**config.mk**
```make
export PLATFORM = sky130hd
export DESIGN_NAME = divm_sched
export DESIGN_NICKNAME = d
export VERILOG_FILES = /design/src/rtl/divm_sched.sv
export SDC_FILE = /design/constraint.sdc
export NUM_CORES = 1
export LEC_CHECK = 0
export BUFFER_PORTS_ARGS = -buffer_cell sky130_fd_sc_hd__buf_2
export CAP_MARGIN = 20
export CORE_UTILIZATION = 55
export CTS_CLUSTER_DIAMETER = 100
export DETAILED_ROUTE_END_ITERATION = 8
export PLACE_DENSITY_LB_ADDON = 0.25
export SETUP_SLACK_MARGIN = 0.1
export SLEW_MARGIN = 10
export SYNTH_ARGS = -nofsm -noshare
export SYNTH_HDL_FRONTEND = slang
export SYNTH_SLANG_ARGS = --single-unit
```
**constraint.sdc**
```tcl
create_clock -name clk -period 3 [get_ports clk]
set_input_delay 0.45 -clock clk [delete_from_list [all_inputs] [get_ports clk]]
set_output_delay 0.45 -clock clk [all_outputs]
set_load 0.1 [all_outputs]
```
**src/rtl/divm_sched.sv**
```systemverilog
// Loadable divide-by-M clock generator controller: runs N periods of a divided
// square wave with a per-period tick, then pulses done. Abortable at any time.
module divm_sched #(
  parameter int MW = 16,
  parameter int NW = 8
) (
  input  logic          clk,
  input  logic          rstn,
  input  logic          start,
  input  logic          abort,
  input  logic [MW-1:0] m_in,
  input  logic [NW-1:0] n_in,
  output logic          busy,
  output logic          done,
  output logic          err,
  output logic          clk_out,
  output logic          tick
);

  typedef enum logic [1:0] {
    S_IDLE = 2'd0,
    S_RUN  = 2'd1,
    S_DONE = 2'd2
  } state_t;

  localparam logic [MW-1:0] M_ONE = {{(MW-1){1'b0}}, 1'b1};
  localparam logic [NW-1:0] N_ONE = {{(NW-1){1'b0}}, 1'b1};
  localparam logic [MW:0]   H_ONE = {{MW{1'b0}}, 1'b1};

  state_t          state_q, state_d;
  logic [MW-1:0]   m_q, m_d;
  logic [NW-1:0]   n_q, n_d;
  logic [MW-1:0]   cnt_q, cnt_d;
  logic [NW-1:0]   pcnt_q, pcnt_d;
  logic            err_q, err_d;

  logic            run;
  logic            period_end;
  logic            last_period;
  logic [MW:0]     half_m;

  assign run         = (state_q == S_RUN);
  assign period_end  = (cnt_q == (m_q - M_ONE));
  assign last_period = (pcnt_q == (n_q - N_ONE));
  // ceil(m/2) at MW+1 bits so m = 2^MW-1 does not wrap
  assign half_m      = ({1'b0, m_q} + H_ONE) >> 1;

  assign busy    = run;
  assign done    = (state_q == S_DONE);
  assign err     = err_q;
  assign tick    = run && period_end;
  assign clk_out = run && ({1'b0, cnt_q} < half_m);

  always_comb begin
    state_d = state_q;
    m_d     = m_q;
    n_d     = n_q;
    cnt_d   = cnt_q;
    pcnt_d  = pcnt_q;
    err_d   = 1'b0;
    case (state_q)
      S_IDLE: begin
        if (start && !abort) begin
          if ((m_in != '0) && (n_in != '0)) begin
            m_d     = m_in;
            n_d     = n_in;
            cnt_d   = '0;
            pcnt_d  = '0;
            state_d = S_RUN;
          end else begin
            err_d = 1'b1;
          end
        end
      end
      S_RUN: begin
        // abort takes priority over a coincident final tick
        if (abort) begin
          state_d = S_IDLE;
        end else if (period_end) begin
          cnt_d  = '0;
          pcnt_d = pcnt_q + N_ONE;
          if (last_period) begin
            state_d = S_DONE;
          end
        end else begin
          cnt_d = cnt_q + M_ONE;
        end
      end
      S_DONE: begin
        state_d = S_IDLE;
      end
      default: begin
        state_d = S_IDLE;
      end
    endcase
  end

  always_ff @(posedge clk or negedge rstn) begin
    if (!rstn) begin
      state_q <= S_IDLE;
      m_q     <= '0;
      n_q     <= '0;
      cnt_q   <= '0;
      pcnt_q  <= '0;
      err_q   <= 1'b0;
    end else begin
      state_q <= state_d;
      m_q     <= m_d;
      n_q     <= n_d;
      cnt_q   <= cnt_d;
      pcnt_q  <= pcnt_d;
      err_q   <= err_d;
    end
  end

endmodule

```
==> results of run 1 <==
repair_timing:
action / 4_1_cts / 5_1_grt
gates resized for setup: 14 / 9
endpoints found under the setup margin: 25 / 26
setup buffers: 0 / 2
pin swaps: 4 / 2
hold buffers: 0 / 0
state kept, by name (all words and copies together), names as in the netlist:
name,flops
m_q,16
cnt_q,16
err,1
state_q,2
n_q,8
pcnt_q,8
Yosys cell counts, types with 2 or more instances:
master    count
or3b_1        2
clkbuf_1     16
buf_1         5
a21oi_1       8
nor2_1       32
and4_1        6
nand3_1      12
a211oi_1      2
a21o_1        5
inv_1        14
dfrtp_1      51
a21oi_2       3
and2_1        3
xnor2_1      32
nand2b_1     12
ha_1         20
or3_1         3
a31oi_1       2
xor2_1       21
mux2i_1       6
and3_1        7
buf_6         2
or4_4         2
nor4_1       11
a211o_1       3
nand2_1      90
o21ai_0      12
nor4bb_1      2
nand4_1      18
nor3_1       14
or4_1         3
nor2b_1       6
routing by layer:
layer | part of all wire, % | track usage (%) | wire length [um]
met1 | 43 | 36.2 | 4060
met5 | 0 | 0 | 0
met2 | 50 | 47.1 | 4690
met3 | 4.3 | 4.03 | 408
met4 | 2.5 | 11.1 | 237
final timing paths:
path / start / endpoint / slack, ps / cells past startpoint
max reg2reg: m_q[4] / pcnt_q[5] / -210 / 9
min in group clk: n_in[2] / n_q[2] / 350 / 3
min: rstn / pcnt_q[1] / 90 / 1
max in group asynchronous: rstn / m_q[13] / 2130 / 2
max: m_q[4] / tick / -440 / 7
min reg2reg: n_q[7] / n_q[7] / 510 / 2
power by group:
part	switching, mW	total (mW)	internal, mW
registers	0.0844	0.835	0.750
clock network	0.215	0.379	0.164
logic	0.387	0.707	0.320
through the flow:
stage,std cells,cell area [um^2]
5_1_grt,581,4460
6_report,581,4460
3_5_place_dp,571,4240
3_3_place_gp,571,4240
2_1_floorplan,450,3780
4_1_cts,579,4380
worst max-delay path: stages (launching register included):
cell,delay (ps)
dfrtp_1,400
or4_4,550
or3_4,400
a2111oi_4,280
o211ai_1,170
or4_4,570
nor2_4,140
buf_12,190
cell families (layout without fill, tap and decap cells):
group                    count (synthesis)  in the layout  share of synthesized area (%)
adder cells (fa/ha/maj)                 20             20                           6.67
multiplexers                             7              7                           1.90
XOR/XNOR                                53             53                           12.4
flip-flops                              51             51                           34.0
AND/OR/NAND/NOR                        227            227                           30.1
AO/OA/AOI/OAI                           53             53                           10.5
buffers and inverters                   39             93                           4.40
area by class of cell:
type / count / area [um^2]
clock buffer: 7 / 76.3
tap: 77 / 96.3
sequential: 51 / 1280
fill: 548 / 2000
inverter: 15 / 56.3
timing repair buffer: 70 / 508
clock inverter: 1 / 5.00
multi-input combinational: 360 / 2440
layout by cell type (no fill, tap or decap), types with 6 or more instances in the layout:
master    synthesis  final
dfrtp_1          51     51
mux2i_1           6      6
xnor2_1          32     32
nand3_1          12     10
nor3_1           14     12
xor2_1           21     21
nand2_1          90     90
o21ai_0          12      9
nor4_1           11     11
a21oi_1           8      8
and4_1            6      6
buf_2             0     30
buf_4             1     34
nor2b_1           6      6
ha_1             20     20
nand4_1          18     18
nor2_1           32     28
and3_1            7      7
nand2b_1         12     12
inv_1            14     14
==> summary.txt, run 1 <==
Power and ir drop
  • Max VDD drop: 0.292 mV
  • Post-route total power: 1.92 mW
  • PD cells: 431 nW/um^2
  • Leak Pwr: 2.02 nW

Timing
  • Final min period: 3440 ps
  • Max-slew violation total from the final report: 0
  • Worst Skew: 9.04 ps
  • Final setup fails: 25
  • RSZ-0062 raised after global routing: yes
  • Sum Neg Setup Slack: -3750 ps
  • Max-slew headroom: 54.6%
  • WHS: 85.1 ps
  • Fin. Hold Viols: 0
  • PnR worst setup slack: -441 ps
  • Tightest Pin Transition: 675 ps
  • Max Freq: 0.291 GHz
  • Period utilisation layout: 115%

Clock tree
  • H-Tree Depth: 2
  • TritonCTS clock tree: built
  • CTS Buffer Depth: 2
  • Cts bufs inserted: 5
  • CTS sink cnt: 51
  • CTS clk-pin slew, worst paths: 90 ps
  • Clk_lat worst skew: 300 ps
  • Clock root buffer: clkbuf_8

Cells and area
  • P&R area growth vs syn: 18.7%
  • Finished Core Util: 69.0%
  • Nets@finish: 551
  • Layout cell share with drive strength beyond 1: 20.2%
  • # diodes: 0

Synth
  • Syn Nets: 498
  • Avg Cell Area, Syn: 8.34 um^2
  • Sequential area share after synthesis: 34.0%
  • Yosys cell types: 57
  • Ys async rst share: 100%
  • Most used flip-flop cell after synthesis: dfrtp_1
  • Synth warn: 0
  • Top post-synthesis cells by area: dfrtp_1 (34%), nand2_1 (9.0%), xnor2_1 (7.5%)
  • Mapped cell area: 3750 um^2
  • Syn Inst Count: 450
  • Number of flops mapped to enable cells by yosys: 0
  • Synthesized flop and latch total: 51
  • Top cell type's share of synthesized area: 34.0%
  • Area leader, netlist: dfrtp_1

Die
  • Num ports: 33
  • # rows: 29
  • Full die area: 7160 um^2
  • Initial Utilization: 58.1%
  • Die Y: 84.6 um
  • Die outline width: 84.6 um
  • CORE AREA: 6460 um^2

Status
  • Failing checks: negative setup slack
  • Outcome: finished with violations

Setup path
  • Startpoint class of the critical path: register
  • Critical path class: register to primary output
  • Critical Path AT: 2990 ps
  • Critical path required time: 2550 ps
  • Worst Setup End Kind: primary output
  • Crit-path max FO: 3

Place
  • DPL Wire Length: 7020 um
  • IO Port Bufs: 32
  • GPL Wtd Cong: 0.914
  • Place WS: -173 ps

Detailed routing
  • Vias: 3435
  • Drt drc: 0
  • First drt pass iteration count: 5
  • Via/cell ratio: 5.91
  • Final antenna-violating net count: 0
  • DRT iter0 DRCs: 248
  • Wire length per cell: 16.2 um
  • Routed WL: 9400 um

GRT
  • Largest net degree at the start of global routing: 34
  • Gr usage total: 27.9%
  • Initial antenna violation count: 0
  • Vias in the first global route: 3332
  • GRT overflow: 0
  • First-pass GRT wire length: 15800 um

Job
  • Max-cap violations: 0

Worst hold path
  • Hold crit path type: primary input to async pin
Power figures use the tool's default switching activity.
==> run 2, diff against run 1 <==
--- a/config.mk
+++ b/config.mk
@@ -7,7 +7,7 @@
 export LEC_CHECK = 0
 export BUFFER_PORTS_ARGS = -buffer_cell sky130_fd_sc_hd__buf_2
 export CAP_MARGIN = 20
-export CORE_UTILIZATION = 55
+export CORE_UTILIZATION = 56
 export CTS_CLUSTER_DIAMETER = 100
 export DETAILED_ROUTE_END_ITERATION = 8
 export PLACE_DENSITY_LB_ADDON = 0.25
==> constraint.sdc (replaced) <==
create_clock -name clk -period 3.8 [get_ports clk]
set_input_delay 0.57 -clock clk [delete_from_list [all_inputs] [get_ports clk]]
set_output_delay 0.57 -clock clk [all_outputs]
set_load 0.1 [all_outputs]
==> run 2 against run 1 <==
Net effect:
- the run ends with design-rule violations left
- non-clock buffer count down 25
- clock skew shrank 1.0 ps
- routed wire length rose by 0.35%
- die area is 1.8% lower
- count of clock-buffer cells in the layout shrank 2
- sequential cell count unchanged
- via count shrank 3.0%
- critical path depth stayed put
- core utilization down 2.7 points
- critical path type unchanged
- highest routed layer unchanged
==> summary.txt, run 2 (synthesis gave the netlist of run 1 again) <==
Timing
  • Final min period: 3640 ps
  • Max-slew headroom: 57.0% (+2.3 points)
  • Sum Neg Setup Slack: 0 ps (+3750 ps)
  • Fin. Hold Viols: 0 (unchanged)
  • Max Freq: 0.275 GHz
  • Tightest Pin Transition: 640 ps (-34.8 ps)
  • Final setup fails: 0 (-100%)
  • Max-slew violation total from the final report: 0 (unchanged)
  • RSZ-0062 raised after global routing: no
  • WHS: 274 ps (+188 ps)
  • Worst Skew: 8.03 ps (-1.00 ps)
  • Period utilisation layout: 95.7%

Clock tree
  • Clock root buffer: clkbuf_8
  • CTS Buffer Depth: 2 (unchanged)
  • H-Tree Depth: 2 (unchanged)
  • CTS clk-pin slew, worst paths: 90 ps (about the same)
  • Cts bufs inserted: 5 (unchanged)
  • CTS sink cnt: 51 (unchanged)
  • TritonCTS clock tree: built
  • Clk_lat worst skew: 300 ps (about the same)

Setup path
  • Critical Path AT: 3070 ps (+80 ps)
  • Critical path class: register to primary output
  • Startpoint class of the critical path: register
  • Worst Setup End Kind: primary output
  • Crit-path max FO: 3 (unchanged)
  • Critical path required time: 3230 ps (+680 ps)

Power and ir drop
  • Max VDD drop: 0.253 mV (-13%)
  • PD cells: 367 nW/um^2 (-15%)
  • Leak Pwr: 1.87 nW (-7.4%)
  • Post-route total power: 1.56 mW (-19%)

Die
  • # rows: 29 (unchanged)
  • Num ports: 33 (unchanged)
  • CORE AREA: 6420 um^2 (-0.56%)
  • Full die area: 7030 um^2 (-1.8%)
  • Die Y: 83.9 um (-0.88%)
  • Die outline width: 83.9 um (-0.88%)
  • Initial Utilization: 58.4% (+0.33 points)

Detailed routing
  • Wire length per cell: 17.0 um (+5.1%)
  • Final antenna-violating net count: 0 (unchanged)
  • Drt drc: 2 (+2)
  • First drt pass iteration count: 8 (+3)
  • DRT iter0 DRCs: 317 (+28%)
  • Routed WL: 9440 um (+0.35%)
  • Vias: 3333 (-3.0%)
  • Via/cell ratio: 6.01 (+1.6%)

Cells and area
  • Commonest non-fill, non-tap cell in the layout: nand2_1
  • Final Instance Area: 4250 um^2 (-4.5%)
  • P&R area growth vs syn: 13.4%
  • Most frequent cells in the layout: nand2_1 (90), dfrtp_1 (45), xnor2_1 (32)
  • # diodes: 0 (unchanged)
  • Layout cell share with drive strength beyond 1: 18.4% (-1.8 points)
  • Largest registers: cnt_q: 16 flops, m_q: 16 flops
  • Finished Core Util: 66.2% (-2.7 points)
  • Nets@finish: 526 (-4.5%)

GRT
  • GRT overflow: 0 (unchanged)
  • First-pass GRT wire length: 15300 um (-2.8%)
  • Initial antenna violation count: 0 (unchanged)
  • Gr usage total: 27.6% (-0.34 points)
  • Largest net degree at the start of global routing: 52 (+53%)
  • Vias in the first global route: 3198 (-4.0%)

Place
  • Placed cell area: 4000 um^2 (-5.7%)
  • GPL Wtd Cong: 0.873 (-4.6%)
  • DPL Wire Length: 6760 um (-3.8%)
  • IO Port Bufs: 32 (unchanged)

Status
  • Outcome: finished with violations
  • Failing checks: design-rule violations

Job
  • Max-cap violations: 0 (unchanged)

Worst hold path
  • Hold crit path type: primary input to async pin
run 2: cell types whose count changed in the layout (fill, tap and decap cells not counted), sizes merged:
cell / before / now
bufinv: 0 / 1
clkinv: 2 / 1
clkinvlp: 0 / 1
buf: 70 / 43
run 2: final timing paths:
path                              to  slack [ps]      from  cells after the start
min reg2reg                   n_q[7]         520    n_q[7]                      2
min in group clk             m_q[10]         470  m_in[10]                      3
max in group asynchronous     m_q[2]        3030      rstn                      1
max                             tick         160    m_q[3]                      7
max reg2reg                pcnt_q[1]         510    m_q[3]                      8
min                         cnt_q[3]         270      rstn                      1
run 2: repair_timing:
action | in CTS | in global routing
resized for setup | 3 | 23
buffers inserted | 1 | 5
setup endpoints to repair | 2 | 2
pin swaps | 0 | 1
hold buffers | 0 | 0
run 2: metal layers:
metal | up-vias | GRT usage, % | routed length, um
met5 | - | 0 | 0
met4 | 0 | 9.87 | 199
met3 | 21 | 3.96 | 477
met2 | 105 | 46.7 | 4630
met1 | 1593 | 35.9 | 4130
li1 | 1614 | - | -
run 2: cell type report:
class	instances	area [um^2]
Clock buffer	5	68.8
Clock inverter	2	37.5
Fill cell	538	2170
Inverter	15	56.3
Multi-Input combinational cell	360	2420
Sequential cell	51	1280
Tap cell	77	96.3
Timing Repair Buffer	45	289
run 2: metrics by stage:
| stage | cells | worst slack [ps] |
|---|---|---|
| 3_3_place_gp | 542 | 426 |
| 2_1_floorplan | 450 | -38.9 |
| 5_1_grt | 555 | 90.8 |
| 3_5_place_dp | 542 | 389 |
| 4_1_cts | 550 | 97.7 |
| 6_report | 555 | 165 |
run 2: power by group:
| group | total, mW | switching, mW | leakage (nW) | internal, mW |
|---|---|---|---|---|
| Clock | 0.370 | 0.177 | 0.0502 | 0.193 |
| Combinational | 0.505 | 0.284 | 1.16 | 0.220 |
| Sequential | 0.685 | 0.0911 | 0.663 | 0.594 |
| Total | 1.56 | 0.553 | 1.87 | 1.01 |
run 2: worst max-delay path, stage by stage, from the launching register on:
cell       delay [ps]
dfrtp_1           420
or4_4             560
or3_4             410
a2111oi_4         350
o211ai_1          160
or4_4             580
nor2_4            120
buf_12            180
==> run 3, diff against run 2 <==
--- a/config.mk
+++ b/config.mk
@@ -7,12 +7,15 @@
 export LEC_CHECK = 0
 export BUFFER_PORTS_ARGS = -buffer_cell sky130_fd_sc_hd__buf_2
 export CAP_MARGIN = 20
+export CORE_MARGIN = 2
 export CORE_UTILIZATION = 56
 export CTS_CLUSTER_DIAMETER = 100
 export DETAILED_ROUTE_END_ITERATION = 8
 export PLACE_DENSITY_LB_ADDON = 0.25
+export REMOVE_ABC_BUFFERS = 1
 export SETUP_SLACK_MARGIN = 0.1
 export SLEW_MARGIN = 10
 export SYNTH_ARGS = -nofsm -noshare
 export SYNTH_HDL_FRONTEND = slang
 export SYNTH_SLANG_ARGS = --single-unit
+export TNS_END_PERCENT = 10
==> run 3 against run 2 <==
Net effect:
- the flow now finishes without violations
- register-to-register slack lost 120 ps
- non-clock buffer count grew 8
- sequential cell count is the same
- via count grew 0.48%
- critical endpoint unchanged
- highest routed layer unchanged
==> summary.txt, run 3 (synthesis gave the netlist of run 1 again) <==
Detailed routing
  • Final antenna-violating net count: 0 (unchanged)
  • DRT iter0 DRCs: 253 (-20%)
  • Vias: 3349 (+0.48%)
  • Via/cell ratio: 5.94 (-1.1%)
  • Wire length per cell: 16.6 um (-2.1%)
  • Routed WL: 9390 um (-0.49%)
  • First drt pass iteration count: 6 (-2)
  • Drt drc: 0 (-2)

Cells and area
  • Layout cell share with drive strength beyond 1: 18.3% (-0.13 points)
  • Fill cells: 516 (-4.1%)
  • Largest registers: cnt_q: 16 flops, m_q: 16 flops
  • Commonest non-fill, non-tap cell in the layout: nand2_1
  • Register area: 1280 um^2 (-0.29%)
  • Area of the multi-input gates: 2400 um^2 (-0.72%)
  • Nets@finish: 534 (+1.5%)
  • Most frequent cells in the layout: nand2_1 (90), dfrtp_1 (48), xnor2_1 (32)
  • Final Instance Area: 4300 um^2 (+1.1%)
  • Final std cells w/o fill: 564 (+1.6%)
  • P&R area growth vs syn: 14.6%
  • # diodes: 0 (unchanged)

Setup path
  • Startpoint class of the critical path: register
  • Critical Path AT: 3110 ps (+40 ps)
  • Worst Setup End Kind: primary output
  • Crit-path max FO: 4 (+1)
  • Critical path required time: 3230 ps (about the same)
  • Flop2flop setup slack: 390 ps (-120 ps)
  • Critical path class: register to primary output

GRT
  • Largest net degree at the start of global routing: 45 (-13%)
  • Initial antenna violation count: 0 (unchanged)
  • GRT overflow: 0 (unchanged)
  • First-pass GRT wire length: 15400 um (+0.72%)
  • Vias in the first global route: 3212 (+0.44%)
  • Gr usage total: 26.8% (-0.77 points)

Clock tree
  • Cts bufs inserted: 5 (unchanged)
  • H-Tree Depth: 2 (unchanged)
  • TritonCTS clock tree: built
  • Clk_lat worst skew: 320 ps (+20 ps)
  • Hold Buf Count CTS: 0 (unchanged)
  • CTS clk-pin slew, worst paths: 90 ps (about the same)
  • Clock root buffer: clkbuf_8
  • CTS Buffer Depth: 2 (unchanged)
  • CTS sink cnt: 51 (unchanged)

Timing
  • Max-slew violation total from the final report: 0 (unchanged)
  • Max Freq: 0.272 GHz (-1.1%)
  • Final setup fails: 0 (unchanged)
  • Tightest Pin Transition: 772 ps (+132 ps)
  • Max-slew headroom: 48.1% (-8.9 points)
  • Worst Skew: 10.9 ps (+2.91 ps)
  • RSZ-0062 raised after global routing: yes
  • Period utilisation layout: 96.8% (+1.1 points)
  • Fin. Hold Viols: 0 (unchanged)
  • Final min period: 3680 ps (+41.3 ps)
  • Sum Neg Setup Slack: 0 ps (unchanged)
  • WHS: 119 ps (-155 ps)

Die
  • Die outline width: 85.9 um (+2.4%)
  • Initial Utilization: 58.4% (unchanged)
  • Full die area: 7370 um^2 (+4.8%)
  • # rows: 29 (unchanged)
  • CORE AREA: 6420 um^2 (unchanged)
  • Num ports: 33 (unchanged)
  • Die Y: 85.9 um (+2.4%)

Power and ir drop
  • Max VDD drop: 0.207 mV (-18%)
  • PD cells: 362 nW/um^2 (-1.4%)
  • Leak Pwr: 1.92 nW (+2.5%)

Job
  • Max-cap violations: 0 (unchanged)

Status
  • Outcome: finished clean

Place
  • DPL Wire Length: 6930 um (+2.5%)
  • DP Cell Count: 547 (+0.92%)
  • GPL Wtd Cong: 0.887 (+1.6%)
  • IO Port Bufs: 32 (unchanged)
  • Placed cell area: 4020 um^2 (+0.56%)

Worst hold path
  • Hold crit path type: primary input to async pin
[run 3: area by class of cell]
type	count	share of cell area, %
sequential	51	29.8
multi-input combinational	360	55.9
timing repair buffer	53	8.46
inverter	15	1.31
clock buffer	8	2.33
tap	77	2.24
[run 3: path summary, 6_finish.rpt]
kind                                   end  depth (start not counted)    start
worst min-delay path                m_q[6]                          1     rstn
min in group clk                    n_q[5]                          3  n_in[5]
worst min register to register      n_q[7]                          2   n_q[7]
max in group asynchronous       state_q[0]                          3     rstn
worst max register to register   pcnt_q[1]                         10   m_q[3]
worst max-delay path                  tick                          8   m_q[3]
[run 3: where the power goes]
| part | total, mW | leakage, nW | internal [mW] | switching, mW |
|---|---|---|---|---|
| Combinational | 0.527 | 1.20 | 0.231 | 0.296 |
| Sequential | 0.672 | 0.667 | 0.593 | 0.0789 |
| Clock | 0.356 | 0.0515 | 0.167 | 0.190 |
[run 3: stage by stage]
step | power (mW) | setup slack, ps | util, %
after global placement | 1.13 | 287 | 62.6
after global routing | 1.64 | 9.84 | 67.0
after floorplan | 0.991 | -607 | -
final | 1.56 | 123 | 67.0
after CTS | 1.51 | 80.6 | 64.9
after detailed placement | 1.15 | 279 | 62.6
[run 3: critical path: stages (launching register included)]
cell and delay [ps]:
dfrtp_1 420, buf_4 170, nor4_1 570, nand4_1 270
nor4_1 300, o211ai_1 140, or4_4 580, nor2_4 140
buf_12 180
[run 3: per-layer routing]
layer  routed length, um  part of all wire, %  GRT usage (%)
met1                4050                   43           34.5
met2                4700                   50           46.1
met3                 382                  4.1           3.75
met4                 259                  2.8           9.81
met5                   0                    0              0
[run 3: timing repair]
action                     in CTS  in global routing
buffers inserted                2                  6
pin swaps                       0                  7
cloned                          0                  0
setup endpoints to repair       2                  2
resized for setup               6                 15
